--- src/rtl/irq_pkg.sv ---
// Shared constants and helpers for the interrupt controller.
package irq_pkg;

    localparam int          NSRC    = 6;
    localparam logic [31:0] NONE_ID = 32'h3F;

    localparam logic [1:0] IRQ_PEND  = 2'd0;
    localparam logic [1:0] IRQ_MASK  = 2'd1;
    localparam logic [1:0] IRQ_MODE  = 2'd2;
    localparam logic [1:0] IRQ_CLAIM = 2'd3;

    // Lowest set index wins; empty vector yields NONE_ID.
    function automatic logic [31:0] prio_enc(input logic [NSRC-1:0] v);
        logic [31:0] r;
        r = NONE_ID;
        for (int i = NSRC - 1; i >= 0; i--) begin
            if (v[i]) r = 32'(i);
        end
        return r;
    endfunction

endpackage

--- src/rtl/irq_sync_edge.sv ---
// Two-flop synchroniser for one interrupt line with rising-edge detect.
module irq_sync_edge (
    input  logic clk,
    input  logic rst_n,
    input  logic src_i,
    output logic level,
    output logic rise
);

    logic s1_q, s2_q, prev_q;

    always_ff @(posedge clk or negedge rst_n) begin
        if (!rst_n) begin
            s1_q   <= 1'b0;
            s2_q   <= 1'b0;
            prev_q <= 1'b0;
        end else begin
            s1_q   <= src_i;
            s2_q   <= s1_q;
            prev_q <= s2_q;
        end
    end

    assign level = s2_q;
    assign rise  = s2_q & ~prev_q;

endmodule

--- src/rtl/irq_ctrl.sv ---
// Interrupt controller: capture, mask, priority and claim/EOI tracking
// behind a four-word register window.
module irq_ctrl
    import irq_pkg::*;
(
    input  logic            clk,
    input  logic            reset,
    input  logic [NSRC-1:0] src,
    input  logic [1:0]      addr,
    input  logic            we,
    input  logic            re,
    input  logic [31:0]     wdata,
    output logic [31:0]     rdata,
    output logic [NSRC-1:0] hwint,
    output logic            irq
);

    logic [NSRC-1:0] level, rise;
    logic [NSRC-1:0] pend_q, pend_d;
    logic [NSRC-1:0] mask_q, mask_d;
    logic [NSRC-1:0] mode_q, mode_d;
    logic [NSRC-1:0] insv_q, insv_d;
    logic [NSRC-1:0] elig;
    logic [31:0]     claim_id;
    logic            wr_pend, wr_mask, wr_mode, eoi, claim_fire;
    logic            unused_wdata;

    for (genvar g = 0; g < NSRC; g++) begin : g_sync
        irq_sync_edge u_sync (
            .clk   (clk),
            .rst_n (reset),
            .src_i (src[g]),
            .level (level[g]),
            .rise  (rise[g])
        );
    end

    // An in-service source blocks itself and everything of lower priority.
    always_comb begin : p_elig
        logic blk;
        blk  = 1'b0;
        elig = '0;
        for (int i = 0; i < NSRC; i++) begin
            blk     = blk | insv_q[i];
            elig[i] = pend_q[i] & mask_q[i] & ~blk;
        end
    end

    assign claim_id   = prio_enc(elig);
    assign wr_pend    = we & (addr == IRQ_PEND);
    assign wr_mask    = we & (addr == IRQ_MASK);
    assign wr_mode    = we & (addr == IRQ_MODE);
    assign eoi        = we & (addr == IRQ_CLAIM);
    assign claim_fire = re & ~we & (addr == IRQ_CLAIM)
                        & (claim_id != NONE_ID);

    always_comb begin
        mask_d = wr_mask ? wdata[NSRC-1:0] : mask_q;
        mode_d = wr_mode ? wdata[NSRC-1:0] : mode_q;
        pend_d = pend_q;
        insv_d = insv_q;
        for (int i = 0; i < NSRC; i++) begin
            if (claim_fire && claim_id == 32'(i)) insv_d[i] = 1'b1;
            if (eoi && {27'd0, wdata[4:0]} == 32'(i)) insv_d[i] = 1'b0;
            if (mode_q[i]) begin
                if (wr_pend && wdata[i]) pend_d[i] = 1'b0;
                if (claim_fire && claim_id == 32'(i)) pend_d[i] = 1'b0;
                if (rise[i]) pend_d[i] = 1'b1;
            end else begin
                pend_d[i] = level[i];
            end
            if (wr_mode && wdata[i] != mode_q[i]) pend_d[i] = 1'b0;
        end
    end

    always_ff @(posedge clk or negedge reset) begin
        if (!reset) begin
            pend_q <= '0;
            mask_q <= '0;
            mode_q <= '0;
            insv_q <= '0;
        end else begin
            pend_q <= pend_d;
            mask_q <= mask_d;
            mode_q <= mode_d;
            insv_q <= insv_d;
        end
    end

    always_comb begin
        rdata = '0;
        unique case (addr)
            IRQ_PEND:  rdata = 32'(pend_q);
            IRQ_MASK:  rdata = 32'(mask_q);
            IRQ_MODE:  rdata = 32'(mode_q);
            IRQ_CLAIM: rdata = claim_id;
        endcase
    end

    assign hwint        = elig;
    assign irq          = |elig;
    assign unused_wdata = ^wdata[31:NSRC];

endmodule
--- config.mk ---
export PLATFORM = sky130hd
export DESIGN_NAME = irq_ctrl
export DESIGN_NICKNAME = d
export VERILOG_FILES = /design/src/rtl/irq_pkg.sv /design/src/rtl/irq_sync_edge.sv /design/src/rtl/irq_ctrl.sv
export SDC_FILE = /design/constraint.sdc
export NUM_CORES = 1
export LEC_CHECK = 0
export BUFFER_PORTS_ARGS = -buffer_cell sky130_fd_sc_hd__buf_2
export CAP_MARGIN = 10
export CORE_AREA = 4 4 94 96
export CTS_CLUSTER_SIZE = 14
export DETAILED_ROUTE_END_ITERATION = 16
export DIE_AREA = 0 0 98 100
export GPL_ROUTABILITY_DRIVEN = 0
export MAX_ROUTING_LAYER = met4
export PLACE_DENSITY_LB_ADDON = 0.12
export SETUP_SLACK_MARGIN = 0.15
export SYNTH_ARGS = -nofsm -noshare
export SYNTH_HDL_FRONTEND = slang
export SYNTH_SLANG_ARGS = --single-unit
--- constraint.sdc ---
create_clock -name clk -period 2.8 [get_ports clk]
set_input_delay 0.14 -clock clk [delete_from_list [all_inputs] [get_ports clk]]
set_output_delay 0.14 -clock clk [all_outputs]
set_load 0.03 [all_outputs]
==> flow_summary.yaml, run 1 <==
clocking:
  cts_made_buffers: 5
  cts_max_level: 2
  clk_latency_ps: 300
  cts_tree: "done"
  clk_pin_slew_ps: 90
  clockBufferDepth: 2
  cts_root_buffer: "clkbuf_8"
  cts_sinks: 42
pwr:
  internal_power_uw: 1100
  power_density_nw_per_um2: 614
  seq_power_share: 0.446
  switchingPower_uw: 572
  power_uw: 1670
  power_leakage_uw: 0.00126
  p_comb_frac: 0.263
  peakVddDrop_v: 0.000218
  netSwitchingFraction: 0.342
  p_clk_frac: 0.291
sta:
  hold_ws_ps: -23.8
  finalSetupViolCount: 0
  finalSetupTns_ps: 0
  finalHoldViolCount: 21
  worst_pin_slew_ps: 943
  slew_headroom: 0.371
  max_freq_mhz: 399
  fin_crit_ps: 2510
  rsz0062_at_grt: "no"
  clock_skew_ps: 4.95
  report.final.slew_viol_count: 0
  min_period_over_period: 0.895
yosys:
  netlist_area_um2: 2340
  avgSynthCellArea_um2: 9.89
  syn_inst: 237
  synthArstFlopShare: 1.00
  yosysSeqAreaShare: 0.448
  ys_ff_latch: 42
  synth-edff-count: 0
  synthFlopType: "dfrtp_1"
  ys_warn_count: 0
  synth_cell_types: 56
worst_setup_path:
  r2r-end: "insv_q[4]$_DFFE_PN0P_"
  r2r-start: "insv_q[1]$_DFFE_PN0P_"
  critPathArrivalTime_ps: 2370
  rrSetupSlack_ps: 690
  end_kind: "output port"
  r2r.worst_path.cells: 5
  critPathRequiredTime_ps: 2660
  start_kind: "flop"
  crit_type: "reg2out"
  path_max_fanout: 7
routing:
  drc_errors: 0
  vias: 1814
  vias_per_cell: 4.75
  drtIter0Drc: 79
  wire_per_inst_um: 15.3
  drtPass1Iterations: 4
  ant_nets: 0
  routed_wl_um: 5830
floorplanning:
  die_area_um2: 9800
  initial_core_util: 0.291
  core.rowCount: 33
  die_width_um: 98
  ios: 83
  die_y_um: 100
  core_um2: 8050
global_route:
  grt_overflow: 0
  grt_max_degree: 43
  grt_pass1_vias: 1796
  grtUsageTotal: 0.131
  grt_pass1_wl_um: 9780
  antenna_found_initial: 0
worst_hold_path:
  hold_class: "in2async"
status:
  failed_checks: "negative hold slack"
  outcome: "complete, but fails checks"
place:
  dp_hpwl_um: 4300
  port_buffers: 30
finish:
  area_growth_pct: 16.1
  diodes: 0
  layout-drive-gt1-share: 0.213
  nets: 320
run:
  maxCapViolations: 0
## final cells by class
cell class	count	area (um^2)
clock buffers	5	68.8
repair buffers	43	263
inverters	11	41.3
clock inverters	3	40.0
flip-flops and latches	42	1050
multi-input cells	173	1120
fillers	831	5330
well taps	105	131
## per-stage QoR
step	std cells	utilization	setup slack, ps	instance area [um^2]
floorplan	262	-	576	2440
global placement	366	0.313	389	2520
detailed placement	366	0.313	428	2520
CTS	380	0.335	161	2700
global route	382	0.338	159	2720
finish	382	0.338	295	2720
## kinds of logic (layout without fill, tap and decap cells)
kind of cell    count (synthesis)  after routing  share of synthesized area
simple gates                   80             80                      0.204
compound gates                 57             57                      0.174
buf+inv                        47             62                      0.120
flops                          42             42                      0.448
xor+xnor                        5              5                     0.0187
mux                             5              5                     0.0336
other cells                     1             26                    0.00160
## worst max-delay path: stages, from the launching register on
cell and delay [ps]:
dfrtp_1 440, or3_1 510, nor3_4 330, nor3_2 120, mux4_2 480, buf_2 190
## routing by layer
layer,track usage,vias to the layer above,share of wire
li1,-,881,-
met4,0.0394,0,0.013
met1,0.179,869,0.49
met3,0.0292,6,0.054
met2,0.194,58,0.44
met5,-,-,0
## Yosys cell counts (2+ instances only)
cell type / instances / area share
a211oi_1: 2 / 0.0064
a21o_1: 2 / 0.0064
a21oi_1: 12 / 0.026
a221oi_1: 2 / 0.0075
a31oi_1: 4 / 0.011
and3b_1: 2 / 0.0075
and4b_1: 2 / 0.0085
buf_4: 26 / 0.083
clkbuf_1: 8 / 0.013
dfrtp_1: 42 / 0.45
inv_1: 11 / 0.018
mux2_2: 3 / 0.014
mux4_2: 2 / 0.019
nand2_1: 25 / 0.040
nand2b_1: 6 / 0.016
nand3_1: 3 / 0.0064
nand3b_1: 5 / 0.016
nor2_1: 9 / 0.014
nor2b_1: 6 / 0.016
nor3_1: 4 / 0.0085
nor3_2: 2 / 0.0085
nor4_1: 2 / 0.0053
nor4bb_1: 3 / 0.013
o211a_1: 2 / 0.0085
o211ai_1: 2 / 0.0064
o21ai_0: 9 / 0.019
o22ai_1: 4 / 0.011
o31ai_1: 2 / 0.0064
o32a_1: 3 / 0.013
or2_2: 2 / 0.0053
xor2_1: 5 / 0.019
## layout by cell type, fill, tap and decap left out, types with 3 or more instances in the layout
cell type      Yosys  layout
nor2b_1            6       6
dlygate4sd3_1      0       6
a31oi_1            4       4
nor3_1             4       4
dfrtp_1           42      42
nand2b_1           6       6
nand2_1           25      25
o21ai_0            9       9
conb_1             1      26
buf_2              0      30
mux2_2             3       3
xor2_1             5       5
buf_4             26       7
a21oi_1           12      12
nor4bb_1           3       3
o22ai_1            4       3
inv_1             11      11
nor2_1             9       9
clkbuf_8           0       5
o32a_1             3       3
nand3b_1           5       5
nand3_1            3       3
## power by group through the flow
stage | logic (uW) | registers [uW] | clock network, uW
after floorplan | 345 | 733 | 0
after global placement | 421 | 756 | 0
after detailed placement | 421 | 756 | 0
after CTS | 434 | 744 | 501
after global routing | 482 | 758 | 533
final | 440 | 744 | 486
## registers in the layout (all words and copies together) (netlist names)
signal                cells
mask_q                    6
g_sync.u_sync.level       6
insv_q                    6
pend_q                    6
g_sync.u_sync.prev_q      6
mode_q                    6
g_sync.u_sync.s1_q        6
## worst max path at each step
stage	cells past startpoint	end	startpoint	slack, ps
after floorplan	5	rdata[0]	insv_q[0]$_DFFE_PN0P_	580
after global placement	5	rdata[2]	insv_q[0]$_DFFE_PN0P_	390
after detailed placement	5	rdata[2]	insv_q[0]$_DFFE_PN0P_	430
after CTS	5	rdata[0]	insv_q[0]$_DFFE_PN0P_	160
after global routing	5	rdata[0]	insv_q[0]$_DFFE_PN0P_	160
final	5	rdata[0]	insv_q[0]$_DFFE_PN0P_	290
## timing repair
item / in CTS / in global routing
endpoints found under the setup margin: 2 / 2
buffers inserted: 0 / 2
hold buffers: 6 / 0
endpoints found under the hold margin: 6 / 0
gates resized for setup: 2 / 1
gates cloned: 0 / 0
pin swaps: 0 / 3
Power figures use the tool's default switching activity.
==> run 2: changes to the inputs <==
--- a/config.mk
+++ b/config.mk
@@ -7,10 +7,12 @@
 export LEC_CHECK = 0
 export BUFFER_PORTS_ARGS = -buffer_cell sky130_fd_sc_hd__buf_2
 export CAP_MARGIN = 10
-export CORE_AREA = 4 4 94 96
+export CELL_PAD_IN_SITES_DETAIL_PLACEMENT = 1
+export CELL_PAD_IN_SITES_GLOBAL_PLACEMENT = 2
+export CORE_AREA = 4 4 95 97
 export CTS_CLUSTER_SIZE = 14
 export DETAILED_ROUTE_END_ITERATION = 16
-export DIE_AREA = 0 0 98 100
+export DIE_AREA = 0 0 99 101
 export GPL_ROUTABILITY_DRIVEN = 0
 export MAX_ROUTING_LAYER = met4
 export PLACE_DENSITY_LB_ADDON = 0.12
==> constraint.sdc (replaced) <==
create_clock -name clk -period 2.8 [get_ports clk]
set_input_delay 0.28 -clock clk [delete_from_list [all_inputs] [get_ports clk]]
set_output_delay 0.28 -clock clk [all_outputs]
set_load 0.03 [all_outputs]
==> flow_summary.yaml, run 2 (synthesis gave the netlist of run 1 again) <==
global_route:
  grt_max_degree: 43
  grt_pass1_vias: 1904
  grt_overflow: 0
  grtUsageTotal: 0.142
  antenna_found_initial: 0
  grt_pass1_wl_um: 10700
place:
  dp_hpwl_um: 4800
  port_buffers: 30
sta:
  report.final.slew_viol_count: 0
  finalHoldViolCount: 0
  finalSetupTns_ps: 0
  clock_skew_ps: 14.8
  fin_crit_ps: 2620
  slew_headroom: 0.322
  worst_pin_slew_ps: 1020
  min_period_over_period: 0.934
  finalSetupViolCount: 0
  rsz0062_at_grt: "yes"
  hold_ws_ps: 86.1
  max_freq_mhz: 382
routing:
  drtPass1Iterations: 4
  drc_errors: 0
  ant_nets: 0
  routed_wl_um: 6620
  vias: 1858
  vias_per_cell: 4.93
  wire_per_inst_um: 17.6
  drtIter0Drc: 67
floorplanning:
  die_width_um: 99
  initial_core_util: 0.288
  core.rowCount: 33
  ios: 83
  core_um2: 8130
  die_area_um2: 10000
  die_y_um: 101
worst_setup_path:
  r2r-start: "insv_q[2]$_DFFE_PN0P_"
  path_max_fanout: 6
  crit_start: "insv_q[2]$_DFFE_PN0P_"
  end_kind: "output port"
  rrSetupSlack_ps: 710
  critPathRequiredTime_ps: 2520
  start_kind: "flop"
  r2r-end: "pend_q[2]$_DFFE_PN0P_"
  r2r.worst_path.cells: 5
  cp-endpoint: "rdata[2]"
  critPathArrivalTime_ps: 2340
  crit_type: "reg2out"
pwr:
  power_density_nw_per_um2: 604
  peakVddDrop_v: 0.000177
  power_leakage_uw: 0.00123
clocking:
  cts_root_buffer: "clkbuf_8"
  cts_made_buffers: 5
  cts_max_level: 2
  clockBufferDepth: 2
  cts_sinks: 42
  clk_latency_ps: 300
  clk_pin_slew_ps: 90
  cts_tree: "done"
worst_hold_path:
  hold_class: "in2reg"
  holdPathStages: 1
  min_from: "src[5]"
finish:
  area_growth_pct: 12.5
  diodes: 0
  layout-drive-gt1-share: 0.221
  nets: 315
  layout_common_cells: "dfrtp_1, buf_2, conb_1"
  final_common_cell: "dfrtp_1"
status:
  outcome: "completed"
run:
  maxCapViolations: 0
## run 2: changes by cell type in the layout (fill, tap and decap cells not counted), sizes merged
| cell | delta |
|---|---|
| buf | +1 |
| bufinv | -1 |
| clkbuf | +2 |
| clkinv | -1 |
| dlygate4sd3 | -6 |
## run 2: how the worst min path moves through the flow
stage / to / slack, ps
finish: g_sync[5].u_sync.s1_q$_DFF_PN0_ / 90
global route: g_sync[0].u_sync.s1_q$_DFF_PN0_ / 70
CTS: g_sync[2].u_sync.s1_q$_DFF_PN0_ / 80
detailed placement: g_sync[1].u_sync.level$_DFF_PN0_ / 340
global placement: g_sync[5].u_sync.level$_DFF_PN0_ / 330
floorplan: g_sync[0].u_sync.level$_DFF_PN0_ / -20
## run 2: metrics by stage
step	worst slack, ps	instances	instance area [um^2]	utilization	power, uW
global placement	382	368	2530	0.311	1190
finish	184	377	2640	0.324	1590
CTS	130	376	2630	0.323	1620
global route	88.7	377	2640	0.324	1690
floorplan	436	262	2440	-	1080
detailed placement	384	368	2530	0.311	1190
## run 2: worst max-delay path: stages (launching register included)
cell     delay, ps
dfrtp_1        400
or4_4          610
o22ai_2        210
nor2_1         110
mux4_2         500
buf_2          200
## run 2: cell type report
class                           count  area, um^2
Clock buffer                        7        86.3
Clock inverter                      1        5.00
Fill cell                         963        5500
Inverter                           11        41.3
Multi-Input combinational cell    173        1110
Sequential cell                    42        1050
Tap cell                          105         131
Timing Repair Buffer               38         210
## run 2: power breakdown
group	total (uW)	switching [uW]	internal, uW
Combinational	435	285	150
Clock	413	213	199
Sequential	744	66.7	678
## run 2: what timing repair did
action	CTS	global route
endpoints found under the hold margin	0	0
hold buffers	0	0
pin swaps	2	1
gates resized for setup	1	1
buffers inserted	0	1
gates cloned	0	0
endpoints found under the setup margin	2	5
## run 2: metal layers
metal | routed length [um] | GRT usage | share of wire
met5 | 0 | - | 0
met4 | 125 | 0.0494 | 0.019
met3 | 334 | 0.0291 | 0.050
met2 | 2930 | 0.203 | 0.44
met1 | 3230 | 0.199 | 0.49
